[config.mk]
export PLATFORM = sky130hd
export DESIGN_NAME = freq_meter
export DESIGN_NICKNAME = d
export VERILOG_FILES = /design/src/rtl/freq_meter_pkg.sv /design/src/rtl/sync_edge_det.sv /design/src/rtl/freq_meter.sv
export SDC_FILE = /design/constraint.sdc
export NUM_CORES = 1
export LEC_CHECK = 0
export ABC_AREA = 0
export BUFFER_PORTS_ARGS = -buffer_cell sky130_fd_sc_hd__buf_4
export CORE_MARGIN = 2
export CORE_UTILIZATION = 40
export DETAILED_ROUTE_END_ITERATION = 16
export GPL_TIMING_DRIVEN = 0
export PLACE_DENSITY = 0.64
export SLEW_MARGIN = 0
export SYNTH_ARGS = -nofsm -noshare
export SYNTH_HDL_FRONTEND = slang
export SYNTH_SLANG_ARGS = --single-unit
[constraint.sdc]
create_clock -name clk -period 2.2 [get_ports clk]
set_input_delay 0.44 -clock clk [delete_from_list [all_inputs] [get_ports clk]]
set_output_delay 0.44 -clock clk [all_outputs]
set_load 0.05 [all_outputs]
[src/rtl/freq_meter_pkg.sv]
// freq_meter_pkg: shared state encoding for the gated frequency counter
package freq_meter_pkg;
  typedef enum logic [1:0] {
    ST_IDLE = 2'd0,
    ST_GATE = 2'd1,
    ST_DONE = 2'd2
  } state_e;
endpackage

[src/rtl/sync_edge_det.sv]
// sync_edge_det: multi-flop synchronizer with rising-edge detect on the synchronized level
module sync_edge_det #(
  parameter int STAGES = 2
) (
  input  logic clk,
  input  logic rst,
  input  logic d_async,
  output logic q_sync,
  output logic rise
);
  logic [STAGES-1:0] sync_q;
  logic              dly_q;
  always_ff @(posedge clk) begin
    if (rst) begin
      sync_q <= '0;
      dly_q  <= 1'b0;
    end else begin
      sync_q <= {sync_q[STAGES-2:0], d_async};
      dly_q  <= sync_q[STAGES-1];
    end
  end
  assign q_sync = sync_q[STAGES-1];
  assign rise   = q_sync & ~dly_q;
endmodule

[src/rtl/freq_meter.sv]
// freq_meter: counts synchronized rising edges of sig_in over a GATE_CYCLES window and latches the result
module freq_meter
  import freq_meter_pkg::*;
#(
  parameter int GATE_CYCLES = 100_000_000,
  parameter int CNT_W       = 32,
  parameter int SYNC_STAGES = 2
) (
  input  logic             clk,
  input  logic             rst,
  input  logic             en,
  input  logic             sig_in,
  output logic [CNT_W-1:0] freq,
  output logic             freq_valid,
  output logic             overflow,
  output logic             busy
);
  localparam int GW = $clog2(GATE_CYCLES);
  localparam logic [GW-1:0] LAST = GW'(GATE_CYCLES - 1);
  state_e           state_q, state_d;
  logic [GW-1:0]    gate_q, gate_d;
  logic [CNT_W-1:0] edge_q, edge_d, freq_q, freq_d;
  logic             ovf_acc_q, ovf_acc_d, ovf_q, ovf_d, valid_q, valid_d;
  logic             rise, sync_unused;
  sync_edge_det #(.STAGES(SYNC_STAGES)) u_sync (
    .clk    (clk),
    .rst    (rst),
    .d_async(sig_in),
    .q_sync (sync_unused),
    .rise   (rise)
  );
  // Result registers load on entry to DONE so freq_valid and the new freq appear together
  always_comb begin
    state_d   = state_q;
    gate_d    = gate_q;
    edge_d    = edge_q;
    ovf_acc_d = ovf_acc_q;
    freq_d    = freq_q;
    ovf_d     = ovf_q;
    valid_d   = 1'b0;
    if (state_q == ST_GATE) begin
      if (!en) begin
        state_d = ST_IDLE;
      end else begin
        gate_d = gate_q + 1'b1;
        if (rise) begin
          edge_d    = &edge_q ? edge_q : edge_q + 1'b1;
          ovf_acc_d = ovf_acc_q | (&edge_q);
        end
        if (gate_q == LAST) begin
          state_d = ST_DONE;
          freq_d  = edge_d;
          ovf_d   = ovf_acc_d;
          valid_d = 1'b1;
        end
      end
    end else begin
      gate_d    = '0;
      edge_d    = '0;
      ovf_acc_d = 1'b0;
      state_d   = en ? ST_GATE : ST_IDLE;
    end
  end
  always_ff @(posedge clk) begin
    if (rst) begin
      state_q   <= ST_IDLE;
      gate_q    <= '0;
      edge_q    <= '0;
      ovf_acc_q <= 1'b0;
      freq_q    <= '0;
      ovf_q     <= 1'b0;
      valid_q   <= 1'b0;
    end else begin
      state_q   <= state_d;
      gate_q    <= gate_d;
      edge_q    <= edge_d;
      ovf_acc_q <= ovf_acc_d;
      freq_q    <= freq_d;
      ovf_q     <= ovf_d;
      valid_q   <= valid_d;
    end
  end
  assign freq       = freq_q;
  assign freq_valid = valid_q;
  assign overflow   = ovf_q;
  assign busy       = state_q == ST_GATE;
endmodule

* Yosys cells after proc, flatten, opt, wreduce, memory -nomap -nowiden *
Cells that the tools add are included.

word-level totals
  word-level logic and storage cells = 31
  input port bits = 4
  bits in read-only memories = 0
  bits in writable memories = 0
  bits in latches = 0
  memories kept = 0
  register bits = 99

cells by class
  shifts and indexed selects = 0
  equality and inequality tests = 3
  add/subtract/negate cells = 2
  magnitude comparators = 0
  $mul = 0
  reduce and logical (&&, ||, !) cells = 4
  div/mod/pow operators = 0
  mux-type cells = 8
  bitwise logic cells = 5

operators by type and width
  operator                                                                 number
  32-bit 2-to-1 mux                                                        2
  32-bit by 1-bit adder with 32-bit output, second input constant          1
  32-bit AND reduction                                                     1
  27-bit by 1-bit adder with 27-bit output, second input constant          1
  27-bit equality test, second input constant                              1
  2-bit 2-to-1 mux                                                         3
  1-bit 2-to-1 mux                                                         3
  3-bit by 2-bit inequality test with 1-bit output, second input constant  1
  1-bit inverter                                                           3
  3-bit AND reduction                                                      1
  3-bit OR reduction                                                       1
  2-bit by 1-bit equality test with 1-bit output, second input constant    1
  2-bit OR reduction                                                       1
  1-bit AND                                                                1
  1-bit OR                                                                 1

* Longest topological paths before layout *
  depth after elaboration = 4
  depth in mapped cells = 9
  depth with buffers taken out = 7

* Modules after synthesis *
Synthesis repeated with hierarchy kept, for this count alone.

unflattened totals
  cells, all modules = 589
  area total of the unflattened synthesis = 4921.0 sq um

by module, submodules not included
  module         area an instance (sq um)  instances  cells each  sequential area each (sq um)
  freq_meter     4833.4                    1          582         1921.8
  sync_edge_det  87.6                      1          7           60.1

* Least setup slack after synthesis *
No wires, ideal clock.

  path kind = reg-to-reg
  start point = reg state_q[0]
  end point = reg freq_q[22], in the netlist freq[22]
  data arrival time = 2294 ps
  setup slack = -175 ps
  period minus slack after synthesis = 2375 ps
  stages on the path, launching flop included = 7
  path buffers = 1
  required time = 2119 ps
  library setup time = 81 ps
  path through = dfxtp_1 nor2b_1 nand4_2 nor4_4 buf_6 nor2_1 a211oi_2

on the way
  cells in the longest elaborated chain, start to end = 2

RTL lines
  element                                         line              RTL
  from (decl)                                     freq_meter.sv:20  state_e state_q, state_d;
  from (signal assigned)                          freq_meter.sv:74  state_q <= state_d;
  2-bit by 1-bit equality test with 1-bit output  -
  via busy                                        freq_meter.sv:16  output logic busy
  3-bit AND reduction (no line)                   -
  to (signal assigned)                            freq_meter.sv:78  freq_q <= freq_d;
  to (decl)                                       freq_meter.sv:22  logic [CNT_W-1:0] edge_q, edge_d, freq_q, freq_d;

The timed path passes the listed nets, and every way through them passes these cells.
A chain may end at the register's enable or synchronous reset.

* Final worst setup path *
  start point = reg edge_q[4]
  end point = reg freq_q[7], in the netlist freq[7]

on the way
  cells in the longest elaborated chain, start to end = 3

RTL lines
  element                                                                                  line              RTL
  from (decl)                                                                              freq_meter.sv:22
  from (signal assigned)                                                                   freq_meter.sv:76  edge_q <= edge_d;
  32-bit by 1-bit adder with 32-bit output / 32-bit AND reduction (equally long branches)  freq_meter.sv:47  edge_d = &edge_q ? edge_q : edge_q + 1'b1;
  32-bit 2-to-1 mux *                                                                      freq_meter.sv:47
  32-bit 2-to-1 mux *                                                                      freq_meter.sv:46  if (rise) begin

Mark *: on every way between the ends. The rest lies on a longest branch, timed or not.

==> results.md <==
- Dominant synthesized flop cell: sky130_fd_sc_hd__dfxtp_1
- Number of design rule violations left after detail routing: 0
- Max-cap violations: 0
- Sequential-to-total area share from yosys stat: between 30% and 40%
- Area share of the largest cell type after synthesis: 39.4%
- Endpoints failing hold: 0
- Number of clock buffers inserted by TritonCTS: 9
- Cell Area, Placed: approximately 0.0055 mm2
- CTS Hold Bufs: 0
- GRT Overall Usage: 18.9%
- Hold Slack: 0.305 ns
- Cells after Synth: 554
- Routability Congestion: 0.904
- Share of synthesized registers carrying an async set or reset: 0%
- CTS clk-pin slew, worst paths: 0.06 ns
- Worst max-slew margin expressed relative to the limit: 50.4%
- Worst vdd rail ir drop: 0.000435 V
- Maximum clock frequency: between 400 and 500 MHz
- Synthesis warning total: 0
- Pwr Total: 3.71 mW
- DR iter-0 viols: 199
- Clock root cell: sky130_fd_sc_hd__clkbuf_16
- Worst slew pin tran: 0.745 ns
- Avg WL per Cell: 15.1 um
- Count of buffers inserted at the top-level ports: 38
- Synthesis-to-layout area growth: 19.8%
- Area of the core region: 0.0122 mm2
- Antenna-violating nets left: 0
- Non-Filler Instances: 783
- Minimum clock period after layout: 2.08 ns
- Maximum number of buffers from clock root to sink: 2
- First-pass GRT wire length: 19900 um
- Type of the most critical hold path: in2reg
- Number of search-and-repair iterations in the first detailed-routing pass: 5
- HPWL Detailed: 8450 um
- Syn avg cell area: ~9.1 um2
- Fin nets: 617
- Via count: just over 4k
- Reg-to-reg startpoint: edge_q[4]
- Cell leakage power: 2.04 nW
- Power density cells: 616 mW/mm2
- Routed via count divided by cell count: approximately 5.3
- Setup crit start: edge_q[4]
- Slew Viols, Final: 0
- Crit Path Category: reg2reg
- Vias in the first global route: 4005
- Post-route fraction of the period consumed by the critical path: 94.4%
- Cell taking the most area after synthesis: sky130_fd_sc_hd__dfxtp_1
- Antenna violations before repair: 0
- Overflow left after global routing: 0
- Core occupancy in the finished layout: 49.5%
- Startpoint type of the worst setup path: register
- Die H: 116 um
- Total Die Area: around 0.013 mm2
- Routed wire length: 11800 um
- Setup-failing EPs final: 0
- Synth Register Bits: 99
- Horizontal die dimension: 116 um
- Post-synthesis instance area: 0.00503 mm2
- Commonest non-fill, non-tap cells in the layout: 105 x sky130_fd_sc_hd__nor2_1, 92 x sky130_fd_sc_hd__dfxtp_1, 51 x sky130_fd_sc_hd__buf_4, 49 x sky130_fd_sc_hd__xor2_1, 36 x sky130_fd_sc_hd__xnor2_1
- Worst hold start: sig_in
- Layout cell share with drive strength beyond 1: between 20% and 30%
- Total clock sinks: 99
- Insertion delay to the later sink of the worst-skew pair: 0.35 ns
- Clock Skew: 0.00751 ns
- Row Count: 40
- Setup repair after global routing missed its margin: true
- Final-layout fill cell count: 1149
- Data arrival time at the worst-slack endpoint: 2.28 ns
- CTS H-tree depth: 3
- CTS tree: built
- CP Max Fanout: 10
- Number of cells in the design after placement: 760
- Pin count of the biggest net entering global routing: 16
- Endpoint type of the worst setup path: register
- Initial Util: 41.3%
- Count of boundary I/O pins: 39
- Cell types occupying the most area after synthesis: sky130_fd_sc_hd__dfxtp_1 39%, sky130_fd_sc_hd__xor2_1 8.5%, sky130_fd_sc_hd__nor2_1 7.9%, sky130_fd_sc_hd__a211oi_2 7.2%, sky130_fd_sc_hd__xnor2_1 6.3%
- Diode insertion count for antenna repair: 0
- Number of library cell types mapped by synthesis: 42
- Required time of the worst setup path: 2.40 ns
- Net count of the mapped netlist: 560
- Number of flops mapped to enable cells by yosys: 0
- Post-layout instance area: roughly 0.0060 mm2
- Commonest non-fill, non-tap cell in the layout: sky130_fd_sc_hd__nor2_1
- Outcome: complete, no violations
synthesized netlist by cell type (2+ instances only):
| library cell | number |
|---|---|
| sky130_fd_sc_hd__dfxtp_1 | 99 |
| sky130_fd_sc_hd__buf_6 | 5 |
| sky130_fd_sc_hd__nand4_1 | 28 |
| sky130_fd_sc_hd__xor2_1 | 49 |
| sky130_fd_sc_hd__and2_1 | 4 |
| sky130_fd_sc_hd__and4_1 | 7 |
| sky130_fd_sc_hd__a211oi_1 | 2 |
| sky130_fd_sc_hd__and3_2 | 3 |
| sky130_fd_sc_hd__nor2_1 | 106 |
| sky130_fd_sc_hd__a211oi_2 | 29 |
| sky130_fd_sc_hd__clkbuf_8 | 9 |
| sky130_fd_sc_hd__nor2b_1 | 6 |
| sky130_fd_sc_hd__nand3_1 | 37 |
| sky130_fd_sc_hd__a21oi_1 | 3 |
| sky130_fd_sc_hd__nor4_4 | 3 |
| sky130_fd_sc_hd__xnor2_1 | 36 |
| sky130_fd_sc_hd__o21ai_0 | 3 |
| sky130_fd_sc_hd__nand2_1 | 28 |
| sky130_fd_sc_hd__nor4_1 | 6 |
| sky130_fd_sc_hd__ha_1 | 2 |
| sky130_fd_sc_hd__buf_2 | 4 |
| sky130_fd_sc_hd__buf_4 | 5 |
| sky130_fd_sc_hd__clkbuf_1 | 15 |
| sky130_fd_sc_hd__and3_1 | 10 |
| sky130_fd_sc_hd__and4_2 | 2 |
| sky130_fd_sc_hd__nand2b_1 | 3 |
| sky130_fd_sc_hd__mux2i_1 | 4 |
| sky130_fd_sc_hd__nor3_1 | 31 |
| sky130_fd_sc_hd__nand4_4 | 2 |
layer usage:
layer / vias to the layer above / track usage (%) / share of wire (%)
li1: 2032 / - / -
met1: 1962 / 24.2 / 45
met2: 104 / 31.5 / 48
met3: 16 / 4.83 / 5.2
met4: 0 / 6.03 / 1.6
met5: - / 0 / 0
sequential cells by signal, summed over array words and instances (netlist names):
register / cells
u_sync.sync_q: 2
u_sync.dly_q: 1
gate_q: 27
freq: 32
edge_q: 32
state_q: 2
ovf_acc_q: 1
overflow: 1
freq_valid: 1
worst max-delay path, cell delays in order (launching register included):
cell and delay, ns:
sky130_fd_sc_hd__dfxtp_1 0.33, sky130_fd_sc_hd__clkbuf_8 0.15, sky130_fd_sc_hd__nand4_1 0.24, sky130_fd_sc_hd__nor3_4 0.19
sky130_fd_sc_hd__and4_1 0.22, sky130_fd_sc_hd__clkbuf_8 0.18, sky130_fd_sc_hd__buf_6 0.16, sky130_fd_sc_hd__nor3_1 0.07
sky130_fd_sc_hd__xnor2_1 0.27, sky130_fd_sc_hd__a211oi_2 0.11
timing repair:
action / CTS / global route
pin swaps: 2 / 5
setup endpoints to repair: 63 / 47
buffers inserted: 4 / 4
gates resized for setup: 10 / 15
logic make-up after synthesis:
group / share of synthesized area [%]
mux: 1.02
fa+ha+maj: 0.498
simple gates: 29.9
compound gates: 8.29
flops: 39.4
xor+xnor: 14.8
buf+inv: 6.02
layout make-up:
type,instances,area (um2),area share (%)
clock inverter,4,97.6,1.62
multi-input combinational,415,2820,46.8
timing repair buffer,46,345,5.74
clock buffer,11,253,4.20
buffer,40,305,5.07
tap,168,210,3.49
sequential,99,1990,33.1
through the flow:
stage	setup WS (ns)	setup TNS, ns
after floorplan	0.162	0
after global routing	-0.0221	-0.0316
after global placement	-0.150	-3.90
final	0.122	0
after CTS	0.00233	0
after detailed placement	-0.215	-6.62
where the power goes:
group          leakage (nW)  switching, mW  internal (mW)
Clock                 0.168          0.661           1.17
Combinational          1.07         0.0620         0.0230
Sequential            0.802        0.00188           1.79
Total                  2.04          0.725           2.98
path summary, 6_finish.rpt:
path                            to  depth (start not counted)  slack [ns]
hold / removal    u_sync.sync_q[0]                          2        0.30
setup reg to reg           freq[7]                          9        0.12
setup / recovery           freq[7]                          9        0.12
hold reg to reg   u_sync.sync_q[1]                          1        0.44
Power figures use the tool's default switching activity.
